--- config.mk ---
export PLATFORM = sky130hd
export DESIGN_NAME = apb_switch_ctrl
export DESIGN_NICKNAME = d
export VERILOG_FILES = /design/src/rtl/apb_switch_ctrl.sv
export SDC_FILE = /design/constraint.sdc
export NUM_CORES = 1
export LEC_CHECK = 0
export BUFFER_PORTS_ARGS = -buffer_cell sky130_fd_sc_hd__buf_2
export CAP_MARGIN = 20
export CORE_MARGIN = 1
export CORE_UTILIZATION = 57
export CTS_CLUSTER_DIAMETER = 80
export DETAILED_ROUTE_END_ITERATION = 16
export PLACE_DENSITY = 0.79
export SLEW_MARGIN = 20
export SYNTH_ARGS = -nofsm -noshare
export SYNTH_HDL_FRONTEND = slang
export SYNTH_SLANG_ARGS = --single-unit
--- constraint.sdc ---
create_clock -name PCLK -period 3.45 [get_ports PCLK]
set_input_delay 0.1725 -clock PCLK [delete_from_list [all_inputs] [get_ports PCLK]]
set_output_delay 0.1725 -clock PCLK [all_outputs]
set_load 0.03 [all_outputs]
--- src/rtl/apb_switch_ctrl.sv ---
// rtl/apb_switch_ctrl.sv - APB-mapped 32-bit switch debouncer with sticky change events and IRQ
//
// Ports:
//   PCLK, PRESETn        clock and asynchronous active-low reset
//   PSEL, PENABLE,       APB slave interface, zero wait states (PREADY tied high),
//   PWRITE, PADDR,       five word registers at BASE_ADDR:
//   PWDATA, PRDATA,      CTRL, DB_LIMIT, STATE, EVENT (W1C), MASK
//   PREADY
//   i_switch_raw         asynchronous switch pins
//   o_switch_state       debounced switch value (STATE register)
//   o_irq                registered interrupt request
module apb_switch_ctrl #(
    parameter logic [31:0] BASE_ADDR   = 32'h0000_0040,
    parameter int          SYNC_STAGES = 2
) (
    input  logic        PCLK,
    input  logic        PRESETn,
    input  logic        PSEL,
    input  logic        PENABLE,
    input  logic        PWRITE,
    input  logic [31:0] PADDR,
    input  logic [31:0] PWDATA,
    output logic [31:0] PRDATA,
    output logic        PREADY,
    input  logic [31:0] i_switch_raw,
    output logic [31:0] o_switch_state,
    output logic        o_irq
);

    typedef enum logic [1:0] {
        IDLE   = 2'd0,
        COUNT  = 2'd1,
        COMMIT = 2'd2
    } fsm_t;

    fsm_t        fsm_q, fsm_d;
    logic [31:0] sync_q [SYNC_STAGES];
    logic [31:0] sync_d [SYNC_STAGES];
    logic [31:0] cand_q, cand_d;
    logic [15:0] cnt_q, cnt_d;
    logic [1:0]  ctrl_q, ctrl_d;
    logic [15:0] db_limit_q, db_limit_d;
    logic [31:0] sw_state_q, sw_state_d;
    logic [31:0] event_q, event_d;
    logic [31:0] mask_q, mask_d;
    logic        irq_q, irq_d;

    logic [31:0] sync;
    logic [31:0] ev_set;
    logic [31:0] ev_clr;
    logic        wr_en;
    logic        rd_en;
    logic        sel_ctrl, sel_db, sel_state, sel_event, sel_mask;

    assign wr_en     = PSEL & PENABLE & PWRITE;
    assign rd_en     = PSEL & PENABLE & ~PWRITE;
    assign sel_ctrl  = (PADDR == BASE_ADDR);
    assign sel_db    = (PADDR == BASE_ADDR + 32'h04);
    assign sel_state = (PADDR == BASE_ADDR + 32'h08);
    assign sel_event = (PADDR == BASE_ADDR + 32'h0C);
    assign sel_mask  = (PADDR == BASE_ADDR + 32'h10);

    assign sync           = sync_q[SYNC_STAGES-1];
    assign PREADY         = 1'b1;
    assign o_switch_state = sw_state_q;
    assign o_irq          = irq_q;

    always_comb begin
        sync_d[0] = i_switch_raw;
        for (int i = 1; i < SYNC_STAGES; i++) begin
            sync_d[i] = sync_q[i-1];
        end

        ctrl_d     = ctrl_q;
        db_limit_d = db_limit_q;
        mask_d     = mask_q;
        ev_clr     = '0;
        if (wr_en) begin
            if (sel_ctrl)  ctrl_d     = PWDATA[1:0];
            if (sel_db)    db_limit_d = PWDATA[15:0];
            if (sel_mask)  mask_d     = PWDATA;
            if (sel_event) ev_clr     = PWDATA;
        end

        fsm_d      = fsm_q;
        cand_d     = cand_q;
        cnt_d      = cnt_q;
        sw_state_d = sw_state_q;
        ev_set     = '0;
        if (!ctrl_q[0]) begin
            fsm_d = IDLE;
            cnt_d = '0;
        end else begin
            unique case (fsm_q)
                IDLE: begin
                    if (sync != sw_state_q) begin
                        cand_d = sync;
                        cnt_d  = '0;
                        fsm_d  = COUNT;
                    end
                end
                COUNT: begin
                    if (sync == sw_state_q) begin
                        fsm_d = IDLE;
                    end else if (sync != cand_q) begin
                        cand_d = sync;
                        cnt_d  = '0;
                    end else if (cnt_q >= db_limit_q) begin
                        // >= so a limit lowered below the running count commits at once
                        fsm_d = COMMIT;
                    end else begin
                        cnt_d = cnt_q + 16'd1;
                    end
                end
                COMMIT: begin
                    sw_state_d = cand_q;
                    ev_set     = cand_q ^ sw_state_q;
                    fsm_d      = IDLE;
                end
                default: fsm_d = IDLE;
            endcase
        end

        // A commit setting a bit overrides a simultaneous W1C of that bit
        event_d = (event_q & ~ev_clr) | ev_set;
        irq_d   = ctrl_q[1] & |(event_q & mask_q);
    end

    always_ff @(posedge PCLK or negedge PRESETn) begin
        if (!PRESETn) begin
            for (int i = 0; i < SYNC_STAGES; i++) begin
                sync_q[i] <= '0;
            end
            fsm_q      <= IDLE;
            cand_q     <= '0;
            cnt_q      <= '0;
            ctrl_q     <= '0;
            db_limit_q <= 16'h00FF;
            sw_state_q <= '0;
            event_q    <= '0;
            mask_q     <= '0;
            irq_q      <= 1'b0;
        end else begin
            for (int i = 0; i < SYNC_STAGES; i++) begin
                sync_q[i] <= sync_d[i];
            end
            fsm_q      <= fsm_d;
            cand_q     <= cand_d;
            cnt_q      <= cnt_d;
            ctrl_q     <= ctrl_d;
            db_limit_q <= db_limit_d;
            sw_state_q <= sw_state_d;
            event_q    <= event_d;
            mask_q     <= mask_d;
            irq_q      <= irq_d;
        end
    end

    always_comb begin
        PRDATA = '0;
        if (PRESETn && rd_en) begin
            if (sel_ctrl)       PRDATA = {30'd0, ctrl_q};
            else if (sel_db)    PRDATA = {16'd0, db_limit_q};
            else if (sel_state) PRDATA = sw_state_q;
            else if (sel_event) PRDATA = event_q;
            else if (sel_mask)  PRDATA = mask_q;
        end
    end

endmodule

==> results.json <==
{
  "cap_violations": 0,
  "via_per_inst": 5.95,
  "ys_async_sr_fraction_pct": 100,
  "routedWlPerCell_um": 21.1,
  "tritoncts": "yes",
  "yosys.area.top_type": "dfrtp_1",
  "final_hold_viol_count": 0,
  "yosysWarnings": 0,
  "rrSetupSlack_ps": 490,
  "hpwlAfterDp_mm": 19.1,
  "nFillCells": 1192,
  "netlist_top_cells_area": "dfrtp_1 51%, mux2_2 15%, xnor2_1 5.3%",
  "drtIter0Drc": 681,
  "worst_ep_arrival_time_ps": 3360,
  "grt_start_max_net_pins": 200,
  "peakVddDrop_mv": 0.439,
  "fin_crit_ps": 2960,
  "start_util_pct": 59.1,
  "diodes": 0,
  "htree_levels": 1,
  "tightest_slew_ps": 733,
  "fp.dieArea_um2": 19400,
  "tns_ps": 0,
  "num_rows": 49,
  "port-buffer-count": 165,
  "finish.utilization_pct": 73.3,
  "fin_nets": 1222,
  "clk_latency_ps": 510,
  "slew_headroom_pct": 51.1,
  "stdcell_count": 1351,
  "crit_required_ps": 3850,
  "powerDensity_nw_per_um2": 437,
  "critPathKind": "reg -> reg",
  "synth-seq-cells": 229,
  "synth_edf_count": 0,
  "power_w": 0.00584,
  "core-area_um2": 18200,
  "drtPass1Iterations": 5,
  "cts.sinks": 229,
  "cts_buffer_depth": 3,
  "die_h_um": 139,
  "post-route-period-util_pct": 85.8,
  "placed_cells": 1241,
  "syn_inst": 875,
  "drt-total-wl_mm": 28.5,
  "grt_overflow": 0,
  "fin_area_um2": 13400,
  "die_w_um": 139,
  "startpoint_type": "flop",
  "yosysSeqAreaShare_pct": 53.4,
  "synth.avg_cell_area_um2": 12.3,
  "finalSetupViolCount": 0,
  "status": "finished, final reports clean",
  "slew_violations": 0,
  "crit_fanout": 15,
  "drive_gt1_share_pct": 35.7,
  "clk_pin_slew_ps": 70,
  "rsz0062_at_grt": "no",
  "grt_pass1_vias": 8276,
  "hold_path_class": "in -> async",
  "skew_ps": 13.2,
  "postRouteAntennaNets": 0,
  "syn_to_final_growth_pct": 24.2,
  "synth_cell_types": 58,
  "cts_buffers": 24,
  "cp-end-kind": "flop",
  "grt_pass1_wl_mm": 45.1,
  "clockRootBuffer": "clkbuf_16",
  "gp_congestion": 0.930,
  "num_vias": 8034,
  "antenna_found_initial": 0,
  "route.detailed.drc": 0,
  "max_freq_mhz": 338,
  "synth_area_um2": 10800,
  "yosys.area.top_type_share_pct": 51.4,
  "ys.flop_type": "dfrtp_1",
  "dpl_cell_area_um2": 11800,
  "syn_nets": 993,
  "grtUsageTotal_pct": 30.2,
  "num_io_pins": 167,
  "p_leak_nw": 6.23
}
==> timing repair <==
action                                 4_1_cts  5_1_grt
endpoints found under the hold margin      143        0
buffers inserted                             0        0
hold buffers                                65        0
resized for setup                            0        0
==> layout by cell type (no fill, tap or decap), types with 3 or more instances in the layout <==
cell type and instances:
nand3_1 6, and3_1 16, clkbuf_1 3, buf_4 12
or2_2 6, a222oi_1 15, o2bb2ai_1 32, a22o_1 5
a211o_2 11, nand4_1 16, mux2_2 145, nand2_1 57
nor3_1 5, ha_1 17, xor2_1 31, clkbuf_16 25
clkinv_2 5, a22oi_1 25, buf_2 164, a21o_1 4
nor2_1 62, a21oi_1 7, nor4_1 15, or3_1 4
a221oi_1 4, xnor2_1 65, dfstp_2 8, dfrtp_1 221
inv_1 22, bufinv_16 5, dlygate4sd3_1 65, o21ai_0 3
buf_12 3
==> kinds of logic (layout without fill, tap and decap cells) <==
| kind of cell | Yosys count | count (layout) | share of synthesized area (%) |
|---|---|---|---|
| AOI/OAI and AO/OA | 117 | 117 | 9.18 |
| xor gates and xnor gates | 96 | 96 | 7.82 |
| adders and majority gates | 17 | 17 | 1.98 |
| buffers and inverters | 65 | 312 | 2.86 |
| DFF | 229 | 229 | 53.4 |
| muxes | 147 | 147 | 15.4 |
| other | 1 | 1 | 0.0349 |
| and+or+nand+nor | 203 | 203 | 9.34 |
==> layer usage <==
layer	wire [um]	track usage [%]	part of all wire, %
met1	11700	40.1	41
met2	13000	46.8	46
met3	2280	5.54	8.0
met4	1570	17.5	5.5
met5	0	0	0
==> worst paths after layout <==
check	start	end	cells after the start
max	db_limit_q[0]	cnt_q[2]	9
min	PRESETn	db_limit_q[12]	2
max reg2reg	db_limit_q[0]	cnt_q[2]	9
min reg2reg	sync_d[19]	sync[19]	0
max in group asynchronous	PRESETn	sync[19]	4
min in group PCLK	PADDR[4]	ctrl_q[1]	4
==> flip-flops by register name (all words and copies together), names as in the netlist <==
name,flops
sync_d,32
o_switch_state,32
ctrl_q,2
o_irq,1
fsm_q,2
event_q,32
cand_q,32
cnt_q,16
mask_q,32
db_limit_q,16
sync,32
==> report_power, final <==
part	internal (W)	leakage, nW	switching (W)
clock network	0.00175	0.429	0.00106
logic	0.000140	2.95	0.000137
registers	0.00272	2.86	0.0000289
==> layout make-up <==
type / instances / area, um2 / share of cell area, %
inverter: 22 / 82.6 / 0.618
tap: 229 / 287 / 2.15
sequential: 229 / 5740 / 43.0
multi-input combinational: 581 / 4700 / 35.2
timing repair buffer: 246 / 1660 / 12.5
clock inverter: 14 / 209 / 1.56
clock buffer: 30 / 664 / 4.98
==> cells in the mapped netlist (all sizes together) (17+ instances only) <==
cell     number
dfrtp       221
mux2        147
xnor2        65
nor2         62
nand2        58
o2bb2ai      32
xor2         31
clkbuf       27
a22oi        25
inv          22
ha           17
==> through the flow <==
step	setup slack (ps)	hold WS [ps]
after global routing	375	142
after CTS	512	105
after detailed placement	531	49.8
after global placement	612	47.7
final	489	125
after floorplan	1000	-123
==> critical path: stages (launching register included) <==
cell	delay, ps
dfstp_2	550
ha_1	220
nand2b_1	130
a2111oi_0	550
o311ai_0	250
a31o_2	340
a21boi_2	160
buf_4	240
nor3_1	70
a311o_2	350
Note: power is estimated with default switching activity, not from simulation.
